--- config.mk ---
export PLATFORM = sky130hd
export DESIGN_NAME = mio_clk_gate_ctrl
export DESIGN_NICKNAME = d
export VERILOG_FILES = /design/src/rtl/mio_clk_gate_ctrl.sv
export SDC_FILE = /design/constraint.sdc
export NUM_CORES = 1
export LEC_CHECK = 0
export ABC_AREA = 1
export CAP_MARGIN = 20
export CORE_MARGIN = 4
export CORE_UTILIZATION = 26
export DETAILED_ROUTE_END_ITERATION = 12
export DONT_BUFFER_PORTS = 1
export PLACE_DENSITY_LB_ADDON = 0.25
export REMOVE_ABC_BUFFERS = 1
export SLEW_MARGIN = 20
export SYNTH_ARGS = -nofsm -noshare
export SYNTH_HDL_FRONTEND = slang
export SYNTH_SLANG_ARGS = --single-unit
--- constraint.sdc ---
create_clock -name clk -period 1.5 [get_ports clk]
set_clock_uncertainty 0.05 [all_clocks]
set_input_delay 0.3 -clock clk [delete_from_list [all_inputs] [get_ports clk]]
set_output_delay 0.3 -clock clk [all_outputs]
set_load 0.01 [all_outputs]
--- src/rtl/mio_clk_gate_ctrl.sv ---
// Clock-gate controller for a gated clock domain shared by NUM_REQ requesters.
// Wakes the gate, acks requesters once the clock is stable, and gates off after an idle window.
module mio_clk_gate_ctrl #(
    parameter int NUM_REQ     = 4,
    parameter int WAKE_CYCLES = 2,
    parameter int IDLE_CYCLES = 16
) (
    input  logic               clk,
    input  logic               reset_n,
    input  logic [NUM_REQ-1:0] req,
    input  logic               force_on,
    output logic [NUM_REQ-1:0] ack,
    output logic               clk_en,
    output logic [1:0]         state
);

    localparam int MAX_CNT = (WAKE_CYCLES > IDLE_CYCLES) ? WAKE_CYCLES : IDLE_CYCLES;
    localparam int CNT_W   = $clog2(MAX_CNT + 1);

    localparam logic [CNT_W-1:0] WAKE_LOAD = CNT_W'(WAKE_CYCLES - 1);
    localparam logic [CNT_W-1:0] IDLE_LOAD = CNT_W'(IDLE_CYCLES - 1);
    localparam logic [CNT_W-1:0] CNT_ONE   = CNT_W'(1);

    typedef enum logic [1:0] {
        ST_OFF  = 2'd0,
        ST_WAKE = 2'd1,
        ST_ON   = 2'd2,
        ST_IDLE = 2'd3
    } state_t;

    state_t           state_q;
    state_t           state_next;
    logic [CNT_W-1:0] cnt_q;
    logic [CNT_W-1:0] cnt_next;
    logic             any;

    assign any = (|req) | force_on;

    // NOTE: every combinational output gets a default first so no path can infer a latch.
    always_comb begin
        state_next = state_q;
        cnt_next   = cnt_q;
        unique case (state_q)
            ST_OFF: begin
                if (any) begin
                    state_next = ST_WAKE;
                    cnt_next   = WAKE_LOAD;
                end
            end
            // A request dropped during wake-up does not abort it; ON falls to IDLE afterwards.
            ST_WAKE: begin
                if (cnt_q == '0) state_next = ST_ON;
                else             cnt_next   = cnt_q - CNT_ONE;
            end
            ST_ON: begin
                if (!any) begin
                    state_next = ST_IDLE;
                    cnt_next   = IDLE_LOAD;
                end
            end
            ST_IDLE: begin
                if (any)               state_next = ST_ON;
                else if (cnt_q == '0)  state_next = ST_OFF;
                else                   cnt_next   = cnt_q - CNT_ONE;
            end
        endcase
    end

    // NOTE: sequential state uses non-blocking assignments so all registers update together.
    always_ff @(posedge clk or negedge reset_n) begin
        if (!reset_n) begin
            state_q <= ST_OFF;
            cnt_q   <= '0;
            clk_en  <= 1'b0;
            ack     <= '0;
        end else begin
            state_q <= state_next;
            cnt_q   <= cnt_next;
            clk_en  <= (state_next != ST_OFF);
            // force_on keeps the FSM awake but is not a requester, so it is never acked.
            ack     <= req & {NUM_REQ{state_next == ST_ON}};
        end
    end

    assign state = state_q;

endmodule

# Word-level counts from Yosys, hierarchy flattened
# Index checks and enable logic that the tools add are counted.
# Widths: inputs -> output; s select.
dict set report totals {
  ff_bits 12
  inputBits 7
}
dict set report classes {
  addsub 1
  n_eq_ne 7
  n_mux 11
  bitwise_logic 2
  reduce_logical 5
}
# cell n
set ops {}
lappend ops {{$mux 5} 4}
lappend ops {{$pmux 5 s4} 1}
lappend ops {{$mux 2} 5}
lappend ops {{$pmux 2 s4} 1}
lappend ops {{$eq 2x2->1 const B} 3}
lappend ops {{$ne 2x2->1 const B} 3}
lappend ops {{$logic_not 5->1} 1}
lappend ops {{$sub 5x1->5 const B} 1}
lappend ops {{$and 4x4->4} 1}
lappend ops {{$reduce_or 4->1} 1}
lappend ops {{$reduce_and 3->1} 1}
lappend ops {{$eq 2x1->1 const B} 1}
lappend ops {{$logic_not 2->1} 1}
lappend ops {{$reduce_bool 2->1} 1}
lappend ops {{$or 1x1->1} 1}

# Depth between registers and ports, before layout
# Gate-level depths: netlist (run 1).
dict set report logic_depth {
  ltp_word 6
  depth_mapped 8
}

# Least setup slack after synthesis (run 1)
# No wires, ideal clock.
dict set report synth_timing {
  kind {flip-flop to flip-flop}
  from {register cnt_q[0]}
  to {register ack[0]}
  setup_time_ps 114
  arrival_ps 1115
  t_required_ps 1336
  setup_slack_ps 221
  stages_incl_launch_ff 8
  synth_period_minus_slack_ps 1279
  cell_sequence {dfrtp_1 > inv_1 > ha_1 > nand4_4 > nand2_1 > nand2_4 > nand2_4 > nor2_2}
}
dict set report synth_via {
  elab_chain_len 6
  elab_cells_between_ends 7
  classes_between {1 x eq/ne; 4 x mux; 1 x bitwise; 1 x reduce/logical}
}
# element line_no
set synth_lines {}
lappend synth_lines {{start: declaration} 33} ;# logic [CNT_W-1:0] cnt_q;
lappend synth_lines {{start signal: assignment} 78} ;# cnt_q <= cnt_next;
lappend synth_lines {{$logic_not 5->1 (*)} {52, 63}}
lappend synth_lines {{$mux 2} 63} ;# else if (cnt_q == '0) state_next = ST_OFF;
lappend synth_lines {{$mux 2} 62} ;# if (any) state_next = ST_ON;
lappend synth_lines {{$pmux 2 s4 (*)} 43} ;# unique case (state_q)
lappend synth_lines {{named net state_next[1]} 32} ;# state_t state_next;
lappend synth_lines {{$eq 2x2->1 (*)} 81} ;# ack <= req & {NUM_REQ{state_next == ST_ON}};
lappend synth_lines {{$and 4x4->4 (*)} 81}
lappend synth_lines {{end signal: assignment} 81}
lappend synth_lines {{end: declaration} 12} ;# output logic [NUM_REQ-1:0] ack,
# Mark *: on every way through the listed nets, which the timed path passes. The rest lies on a longest branch.
# A chain may end at the register's enable or synchronous reset.

# Worst setup path after layout (run 1)
# Ends and elaborated chain as after synthesis.

==> results.tsv, run 1 <==
metric	value	unit
DR vias/cell	4.26	
CP Data Required Time	1.62	ns
Die Span Y	58.9	µm
register area share after synthesis	0.445	
first-pass GRT wire length	2150	µm
Setup WS post-layout	0.112	ns
routed wire length per instance	11.2	µm
total wire length	1280	µm
final core utilization	0.312	
Syn. warnings	0	
Cells after Synth	77	
P_leak	0.390	nW
# Post-CTS Setup Buffers	0	
Initial Utilization	0.272	
IO Count	14	
sequential cell area	300	µm²
status	complete, no violations	
Netlist Area Pre-Place	674	µm²
combinational fraction of design power	0.454	
GRT overflow	0	
Longest Clk Path Bufs	2	
Slowest-stage cell, CP	dfrtp_1	
Synth cell types	17	
Worst VDD drop	1.04	mV
routed vias	486	
internal power component	0.912	mW
Final Hold Fails	0	
Reg power frac	0.389	
Final min period	1.39	ns
CP startpoint kind	flop	
syn_area_per_cell	8.76	µm²
Sink Count	12	
Final Setup Violations	0	
DRT Pass-1 Iters	4	
total power	1.68	mW
# diodes	0	
commonest cells after routing, fill and taps aside	nand2_1, dfrtp_1, inv_1	
Worst Max-Slew Pin Slew	0.566	ns
initial DRC count	5	
Seq cells post-synth	12	
H-tree depth	1	
gp weighted congestion	0.744	
sw frac	0.455	
largest net degree at the start of global routing	13	
CP max FO	5	
Clk network pwr share	0.157	
most common cell after layout, fill and taps aside	nand2_1	
CP most frequent cell	nand2_4	
fin crit share	0.926	
vias in the first global route	482	
CP delay by family, top	simple AND/OR/NAND/NOR gates	
# resized after CTS	0	
Max Cap Viol	0	
port buffer count	0	
relative slew slack	0.621	
Nets	94	
Slew Viols, Final	0	
min-delay worst type	in2reg	
DRC errors left	0	
fmax	720	MHz
Worst-path clk slew	0.08	ns
clk_lat worst skew	0.28	ns
layout cell share with drive strength beyond 1	0.274	
power density over the cells	2170	mW/mm²
pre-CTS setup slack	0.114	ns
Cell Chain, Critical Path	inv_1, ha_1, nand4_4, nand2_1, nand2_4, nand2_4, nor2_2	
initial antenna violation count	0	
Crit path arrival time	1.51	ns
cts-stage hold buffer count	1	
switching power	0.763	mW
Setup CP Type	reg2reg	
Core ar.	0.00248	mm²
CP Capture Type	flop	
Die ar.	0.00347	mm²
critical path buffer and inverter count	1	
global router's overall resource usage	0.0852	
buffer type at the clock tree root	clkbuf_4	
Area growth syn-to-layout	14.7	%
RSZ-0062 raised after global routing	no	
# fillers	270	
Post-DP HPWL	1010	µm
cts bufs inserted	3	
Routed Antenna Nets	0	
Multi-input gate area	332	µm²
Fin Setup TNS	0	ns
cell row count	18	
CP peak stage delay	0.41	ns
Die Width	58.9	µm
CTS tree	yes	
Yosys cell counts:
cell type,number,share of area
nand2_1,22,0.12
dfrtp_1,12,0.45
inv_1,10,0.056
nor2_2,6,0.056
nand3_1,5,0.037
nand2_4,3,0.050
nand4_1,3,0.028
nor2_1,3,0.017
ha_1,2,0.037
nand2_2,2,0.019
nor2_4,2,0.033
o21ai_0,2,0.015
clkinv_2,1,0.0074
nand3_2,1,0.015
nand4_2,1,0.019
nand4_4,1,0.032
xnor2_1,1,0.013
per-stage QoR:
stage	hold WS (ns)	cells	area [µm²]
floorplan	-0.0456	77	674
global placement	-0.0452	109	727
detailed placement	-0.0451	109	727
global route	0.0713	114	773
finish	0.0808	114	773
CTS	0.0758	114	773
sequential cells by signal, summed over array words and instances (netlist names):
signal / flops
cnt_q: 5
clk_en: 1
state: 2
ack: 4
power by group through the flow:
stage               clock network (mW)  registers (mW)  logic [mW]
global route                     0.287           0.678       0.872
detailed placement                   0           0.658       0.763
CTS                              0.268           0.656       0.770
finish                           0.262           0.653       0.760
floorplan                            0           0.636       0.595
global placement                     0           0.669       0.750
layout make-up:
cell class | instances | area share
multi-input combinational | 54 | 0.429
sequential | 12 | 0.388
inverter | 11 | 0.0550
tap | 30 | 0.0485
clock buffer | 4 | 0.0469
timing repair buffer | 3 | 0.0324
layer usage:
metal	vias up	GRT usage	part of all wire
met3	2	0.0373	0.081
met2	16	0.106	0.38
li1	256	-	-
met1	212	0.124	0.53
met4	0	0.0388	0.011
met5	-	0	0
path summary, 6_finish.rpt:
kind	startpoint	to	slack, ns	depth (start not counted)
setup / recovery	cnt_q[0]	ack[0]	0.11	7
hold / removal	req[2]	ack[2]	0.08	2
max in group asynchronous	reset_n	cnt_q[2]	0.63	1
setup reg to reg	cnt_q[0]	ack[0]	0.11	7
hold reg to reg	cnt_q[4]	cnt_q[4]	0.47	2
min in group asynchronous	reset_n	cnt_q[4]	0.40	1
kinds of logic after synthesis:
| group | Yosys count | synth area share |
|---|---|---|
| buf+inv | 11 | 0.0631 |
| fa+ha+maj | 2 | 0.0371 |
| compound gates | 2 | 0.0148 |
| simple gates | 49 | 0.427 |
| xor+xnor | 1 | 0.0130 |
| flops | 12 | 0.445 |
worst register-to-register path: stages (launching register included):
cell and delay [ns]:
dfrtp_1 0.41, inv_1 0.13, ha_1 0.21, nand4_4 0.14, nand2_1 0.16, nand2_4 0.07, nand2_4 0.08, nor2_2 0.04
(Power assumes the default switching activity.)
==> run 2: changes to the inputs <==
--- a/config.mk
+++ b/config.mk
@@ -11,6 +11,7 @@
 export CORE_UTILIZATION = 26
 export DETAILED_ROUTE_END_ITERATION = 12
 export DONT_BUFFER_PORTS = 1
+export GPL_ROUTABILITY_DRIVEN = 0
 export PLACE_DENSITY_LB_ADDON = 0.25
 export REMOVE_ABC_BUFFERS = 1
 export SLEW_MARGIN = 20
==> results of run 2 <==
No change in the layout: final DEF, timing and power equal those of run 1.
